**src/rtl/prog_fetch_unit.sv**
```systemverilog
// Instruction-fetch sequencer: owns the PC, addresses the synchronous program ROM,
// holds the returned instruction for the control unit and selects the next PC.
module prog_fetch_unit #(
    parameter int                ADDR_W    = 10,
    parameter int                IR_W      = 18,
    parameter logic [ADDR_W-1:0] RESET_VEC = 10'h000,
    parameter logic [ADDR_W-1:0] INTR_VEC  = 10'h3FF
) (
    input  logic              CLK,
    input  logic              RESET_N,
    output logic [ADDR_W-1:0] PROG_ADDR,
    input  logic [IR_W-1:0]   PROG_IR,
    output logic [IR_W-1:0]   INSTR,
    output logic              INSTR_VALID,
    input  logic              INSTR_ACK,
    output logic [ADDR_W-1:0] PC,
    input  logic              BR_TAKEN,
    input  logic [ADDR_W-1:0] BR_ADDR,
    input  logic              RET,
    input  logic [ADDR_W-1:0] RET_ADDR,
    input  logic              INTR,
    input  logic              INTR_EN,
    output logic              INTR_TAKEN,
    output logic [ADDR_W-1:0] RET_PC,
    output logic              IN_ISR
);

    typedef enum logic [1:0] {FETCH, LATCH, EXEC} state_t;

    state_t            state_q;
    logic [ADDR_W-1:0] pc_q;
    logic [IR_W-1:0]   instr_q;
    logic              vld_q;
    logic [ADDR_W-1:0] ret_pc_q;
    logic              in_isr_q;
    logic              intr_taken_q;

    logic [ADDR_W-1:0] seq_pc_d;
    logic [ADDR_W-1:0] alt_pc_d;
    logic              take_intr_d;

    // alt_pc_d is the target ignoring interrupts; it also becomes the ISR return address
    always_comb begin
        seq_pc_d    = pc_q + {{(ADDR_W-1){1'b0}}, 1'b1};
        alt_pc_d    = BR_TAKEN ? BR_ADDR : (RET ? RET_ADDR : seq_pc_d);
        take_intr_d = INTR & INTR_EN & ~in_isr_q;
    end

    always_ff @(posedge CLK) begin
        if (!RESET_N) begin
            state_q      <= FETCH;
            pc_q         <= RESET_VEC;
            instr_q      <= '0;
            vld_q        <= 1'b0;
            ret_pc_q     <= '0;
            in_isr_q     <= 1'b0;
            intr_taken_q <= 1'b0;
        end else begin
            intr_taken_q <= 1'b0;
            case (state_q)
                FETCH: state_q <= LATCH;
                LATCH: begin
                    instr_q <= PROG_IR;
                    vld_q   <= 1'b1;
                    state_q <= EXEC;
                end
                EXEC: begin
                    if (INSTR_ACK) begin
                        vld_q   <= 1'b0;
                        state_q <= FETCH;
                        if (take_intr_d) begin
                            pc_q         <= INTR_VEC;
                            ret_pc_q     <= alt_pc_d;
                            in_isr_q     <= 1'b1;
                            intr_taken_q <= 1'b1;
                        end else begin
                            pc_q <= alt_pc_d;
                            if (!BR_TAKEN && RET) begin
                                in_isr_q <= 1'b0;
                            end
                        end
                    end
                end
                default: state_q <= FETCH;
            endcase
        end
    end

    assign PROG_ADDR   = pc_q;
    assign PC          = pc_q;
    assign INSTR       = instr_q;
    assign INSTR_VALID = vld_q;
    assign RET_PC      = ret_pc_q;
    assign IN_ISR      = in_isr_q;
    assign INTR_TAKEN  = intr_taken_q;

endmodule
```
**config.mk**
```make
export PLATFORM = sky130hd
export DESIGN_NAME = prog_fetch_unit
export DESIGN_NICKNAME = d
export VERILOG_FILES = /design/src/rtl/prog_fetch_unit.sv
export SDC_FILE = /design/constraint.sdc
export NUM_CORES = 1
export LEC_CHECK = 0
export ABC_AREA = 0
export BUFFER_PORTS_ARGS = -buffer_cell sky130_fd_sc_hd__buf_2
export CAP_MARGIN = 20
export CORE_MARGIN = 2
export CORE_UTILIZATION = 40
export CTS_CLUSTER_DIAMETER = 100
export DETAILED_ROUTE_END_ITERATION = 6
export GPL_ROUTABILITY_DRIVEN = 1
export PLACE_DENSITY = 0.82
export SYNTH_ARGS = -nofsm -noshare
export SYNTH_HDL_FRONTEND = slang
export SYNTH_SLANG_ARGS = --single-unit
```
**constraint.sdc**
```tcl
create_clock -name CLK -period 2.2 [get_ports CLK]
set_input_delay 0.22 -clock CLK [delete_from_list [all_inputs] [get_ports CLK]]
set_output_delay 0.22 -clock CLK [all_outputs]
set_load 0.01 [all_outputs]
```
Word level (Yosys, flattened, before mapping) --
Cells that the tools add are included.
Storage, ports and cells: bits of input ports 45, word-level logic and storage cells 34, register bits 43, output and inout port bits 51
Operators by class: add/subtract/negate cells 1, bitwise gates (word level) 3, muxes and demuxes 10, reductions and logical operators 10, equality and inequality tests 3
Operators by type and width (number):
- two-way mux 10 bit | 3
- adder 10 x 1 -> 10 bit (second input constant) | 1
- AND reduction 3 bit | 3
- one-hot mux 2 bit (3 select lines) | 1
- two-way mux 1 bit | 4
- AND reduction 2 bit | 2
- nonzero test 2 bit | 2
- bitwise AND 1 bit | 2
- == test 2 x 1 -> 1 bit (second input constant) | 1
- == test 2 bit (second input constant) | 1
- logical NOT 2 bit | 1
- two-way mux 2 bit | 1
- inequality test 2 bit (second input constant) | 1
- one-hot mux 1 bit (2 select lines) | 1
- logical AND 1 bit | 1
- logical NOT 1 bit | 1
- inverter 1 bit | 1

Depth between registers and ports, before layout --
depth after elaboration 4, gate-level depth with buffers 6, mapped depth without buffers 6

Worst setup path before layout --
No wires, ideal clock.
path kind register to register, start point reg pc_q[2], in the netlist PC[2], end point reg pc_q[7], in the netlist PC[7], period minus slack after synthesis 1583 ps, setup slack 617 ps, cell stages (with the launch flop) 6, required time 2060 ps, path buffers 0, arrival time 1443 ps, cell sequence dfxtp_1 and4_4 nand4_1 xnor2_1 a222oi_1 a21oi_1
Between the ends: word-level cells in the longest chain between the ends 4
RTL lines:
- start: declaration | line 31 | logic [ADDR_W-1:0] pc_q;
- start signal: assignment | line 77 | pc_q <= alt_pc_d;
- adder 10 x 1 -> 10 bit | line 44 | seq_pc_d = pc_q + {{(ADDR_W-1){1'b0}}, 1'b1};
- two-way mux 10 bit (2 in series) | line 45 | alt_pc_d = BR_TAKEN ? BR_ADDR : (RET ? RET_ADDR : seq_pc_d);
- two-way mux 10 bit | line 71 | if (take_intr_d) begin
No other way between the ends. A chain may end at the register's enable or synchronous reset.

Final worst setup path --
start point reg state_q[1], end point reg ret_pc_q[5], in the netlist RET_PC[5]
Between the ends: word-level cells in the longest chain between the ends 2
RTL lines:
- start: declaration | line 30 | state_t state_q;
- start signal: assignment | line 51 | state_q <= FETCH;
- start signal: assignment | line 61 | FETCH: state_q <= LATCH;
- start signal: assignment | line 65 | state_q <= EXEC;
- == test 2 bit | line 60 | case (state_q)
- AND reduction 3 bit (no source line)
- end signal: assignment | line 73 | ret_pc_q <= alt_pc_d;
- end: declaration | line 34 | logic [ADDR_W-1:0] ret_pc_q;
No other way between the ends.

==> impl_metrics.yaml <==
outcome:
  status: "finished clean"
floorplan:
  num_rows: 25
  fp.dieH_um: 73.5
  coreArea_um2: 4690
  fp.dieW_um: 73.5
  die_area_um2: 5400
  start_util_pct: 41.2
  io_pins: 96
grt:
  grt_pass1_vias: 1691
  antenna_found_initial: 0
  grt_usage_pct: 18.9
  grt_first_pass_wirelength_um: 7850
  grt_max_degree: 44
  grt-ovfl-total: 0
logic_synthesis:
  ys_async_sr_fraction_pct: 0
  ys_seq_elements: 43
  yosys_warnings: 0
  ys.flop_type: "dfxtp_1"
  synth_cell_types: 38
  synth_nets: 277
  syn_area_um2: 1930
  synthCells: 231
  synth-edff-count: 0
  syn_area_per_cell_um2: 8.36
  ys_seq_area_share_pct: 44.6
sta:
  worst_pin_slew_ps: 706
  relSlewSlack_pct: 52.7
  period_needed_ps: 1750
  fin_skew_ps: 6.04
  final_max_slew_viol_count: 0
  fin_hold_ws_ps: 167
  setup_viol: 0
  period_share_pct: 79.4
  rsz0062_at_grt: "false"
  fmax_mhz: 572
  finalHoldViolCount: 0
  fin_tns_setup_ps: 0
drt:
  routed_via_density: 5.10
  wl_um: 4960
  drc: 0
  post_drt_wl_per_cell_um: 13.6
  met1Wirelength_um: 2150
  antenna_left: 0
  routed-wl-met2_um: 2370
  routed.top_layer: "met4"
  vias: 1867
  dr_wl_met3_um: 367
  first_pass_iters: 4
  drt_iter0_drc: 92
layout:
  final_common_cell: "buf_2"
  final_cell_mix: "buf_2 (95), nand2_1 (50), dfxtp_1 (43), o21ai_0 (22), a21boi_0 (20)"
  drive_above_1_share_pct: 35.3
  syn2layout_area_growth_pct: 27.7
  final_area_um2: 2470
  fin_nets: 357
  n_antenna_cell: 0
cts:
  root_buffer: "clkbuf_8"
  ctsLongestPathBuffers: 2
  cts_resized: 0
  cts_tree: "done"
  postCtsSetupBuffers: 0
  cts_sinks: 43
  clk_pin_slew_worst_paths_ps: 80
  clock_latency_ps: 290
  numCtsBuffers: 5
  h-tree-depth: 2
  ctsHoldBuffers: 0
placed_design:
  numPortBuffers: 95
  dp_hpwl_um: 3610
  dpl_cell_area_um2: 2350
  place_congestion: 0.887
power_and_ir_drop:
  switching_share_pct: 25.3
  switchingPower_w: 0.000440
  internal-power_w: 0.00130
  power_frac_seq_pct: 49.1
  power.density_nw_per_um2: 704
  ir_worst_vdd_mv: 0.329
  leakagePower_nw: 1.20
  pwr-share-clk_pct: 36.5
  combPwrFrac_pct: 14.4
critical_path:
  worst_ep_required_time_ps: 2420
  arrival_ps: 1970
  cp-startpoint: "state_q[1]$_SDFFE_PN0P_"
  critical_path_peak_fanout: 16
  worstSetupPathType: "register to register"
  critPathLaunchType: "register"
  cp-end-kind: "register"
  rr_startpoint: "state_q[1]$_SDFFE_PN0P_"
hold_path:
  hold_path_startpoint: "PROG_IR[0]"
  hp-class: "input port to register"
job:
  drv_cap: 0
-- critical path, cell delays in order (launching register included) --
cell and delay (ps):
dfxtp_1 390, and3b_1 420, and2_1 530, o21ai_0 150, a31oi_1 180
-- state kept, by name, summed over array words and instances (netlist names) --
name / flops
INSTR: 18
state_q: 2
INSTR_VALID: 1
PC: 10
IN_ISR: 1
INTR_TAKEN: 1
RET_PC: 10
-- synthesized netlist by cell type (2+ instances only) --
library cell   n  area (um^2)
o211ai_1       2         15.0
o21ai_0       22          110
clkbuf_1       7         26.3
o21a_1         2         15.0
buf_2          5         25.0
and3_1         2         12.5
nor3b_1        2         15.0
a21oi_1       15         75.1
nand2_1       50          188
mux2i_1        2         20.0
xnor2_1        3         26.3
nand3_1        4         20.0
buf_4         11         82.6
nand4_1        2         12.5
dfxtp_1       43          861
nand2b_1       2         12.5
xor2_1         4         35.0
a21boi_0      20          150
a31oi_1        5         31.3
o221ai_1       2         17.5
and3b_1        2         17.5
nor2b_1        2         12.5
and2_1         2         12.5
inv_1          4         15.0
nor2_1         3         11.3
-- cell families after synthesis --
kind of cell    synth area share, %
fa+ha+maj                     0.648
mux                            1.04
simple gates                   18.3
flops                          44.6
xor+xnor                       3.17
buf+inv                        7.90
compound gates                 24.4
-- metal layers --
metal / global-route usage (%) / vias to the layer above
li1: - / 945
met1: 23.4 / 828
met2: 31.2 / 86
met3: 5.08 / 8
met4: 7.07 / 0
met5: 0 / -
-- power by group through the flow --
stage	sequential, W	combinational (W)	clock [W]
finish	0.000852	0.000249	0.000634
global route	0.000858	0.000280	0.000682
CTS	0.000852	0.000251	0.000651
detailed placement	0.000870	0.000250	0
global placement	0.000867	0.000247	0
floorplan	0.000884	0.000135	0
-- area by class of cell --
class,instances,area [um^2]
Fill cell,442,2230
Sequential cell,43,861
Inverter,5,18.8
Multi-Input combinational cell,160,918
Timing Repair Buffer,96,483
Tap cell,54,67.6
Clock buffer,6,82.6
Clock inverter,2,35.0
-- metrics by stage --
stage	util, %	power (W)	setup slack [ps]	std cells
final	52.6	0.00174	453	366
after floorplan	-	0.00102	617	231
after global placement	50.1	0.00111	583	358
after CTS	52.6	0.00175	454	366
after global routing	52.6	0.00182	287	366
after detailed placement	50.1	0.00112	481	358
-- worst paths after layout --
check / to / slack [ps] / cells after the start
worst max register to register: RET_PC[5]$_SDFFE_PN0P_ / 450 / 4
worst min register to register: INSTR[0]$_SDFFE_PN0P_ / 460 / 2
worst min-delay path: INSTR[0]$_SDFFE_PN0P_ / 170 / 3
worst max-delay path: RET_PC[5]$_SDFFE_PN0P_ / 450 / 4
Power figures use the tool's default switching activity.
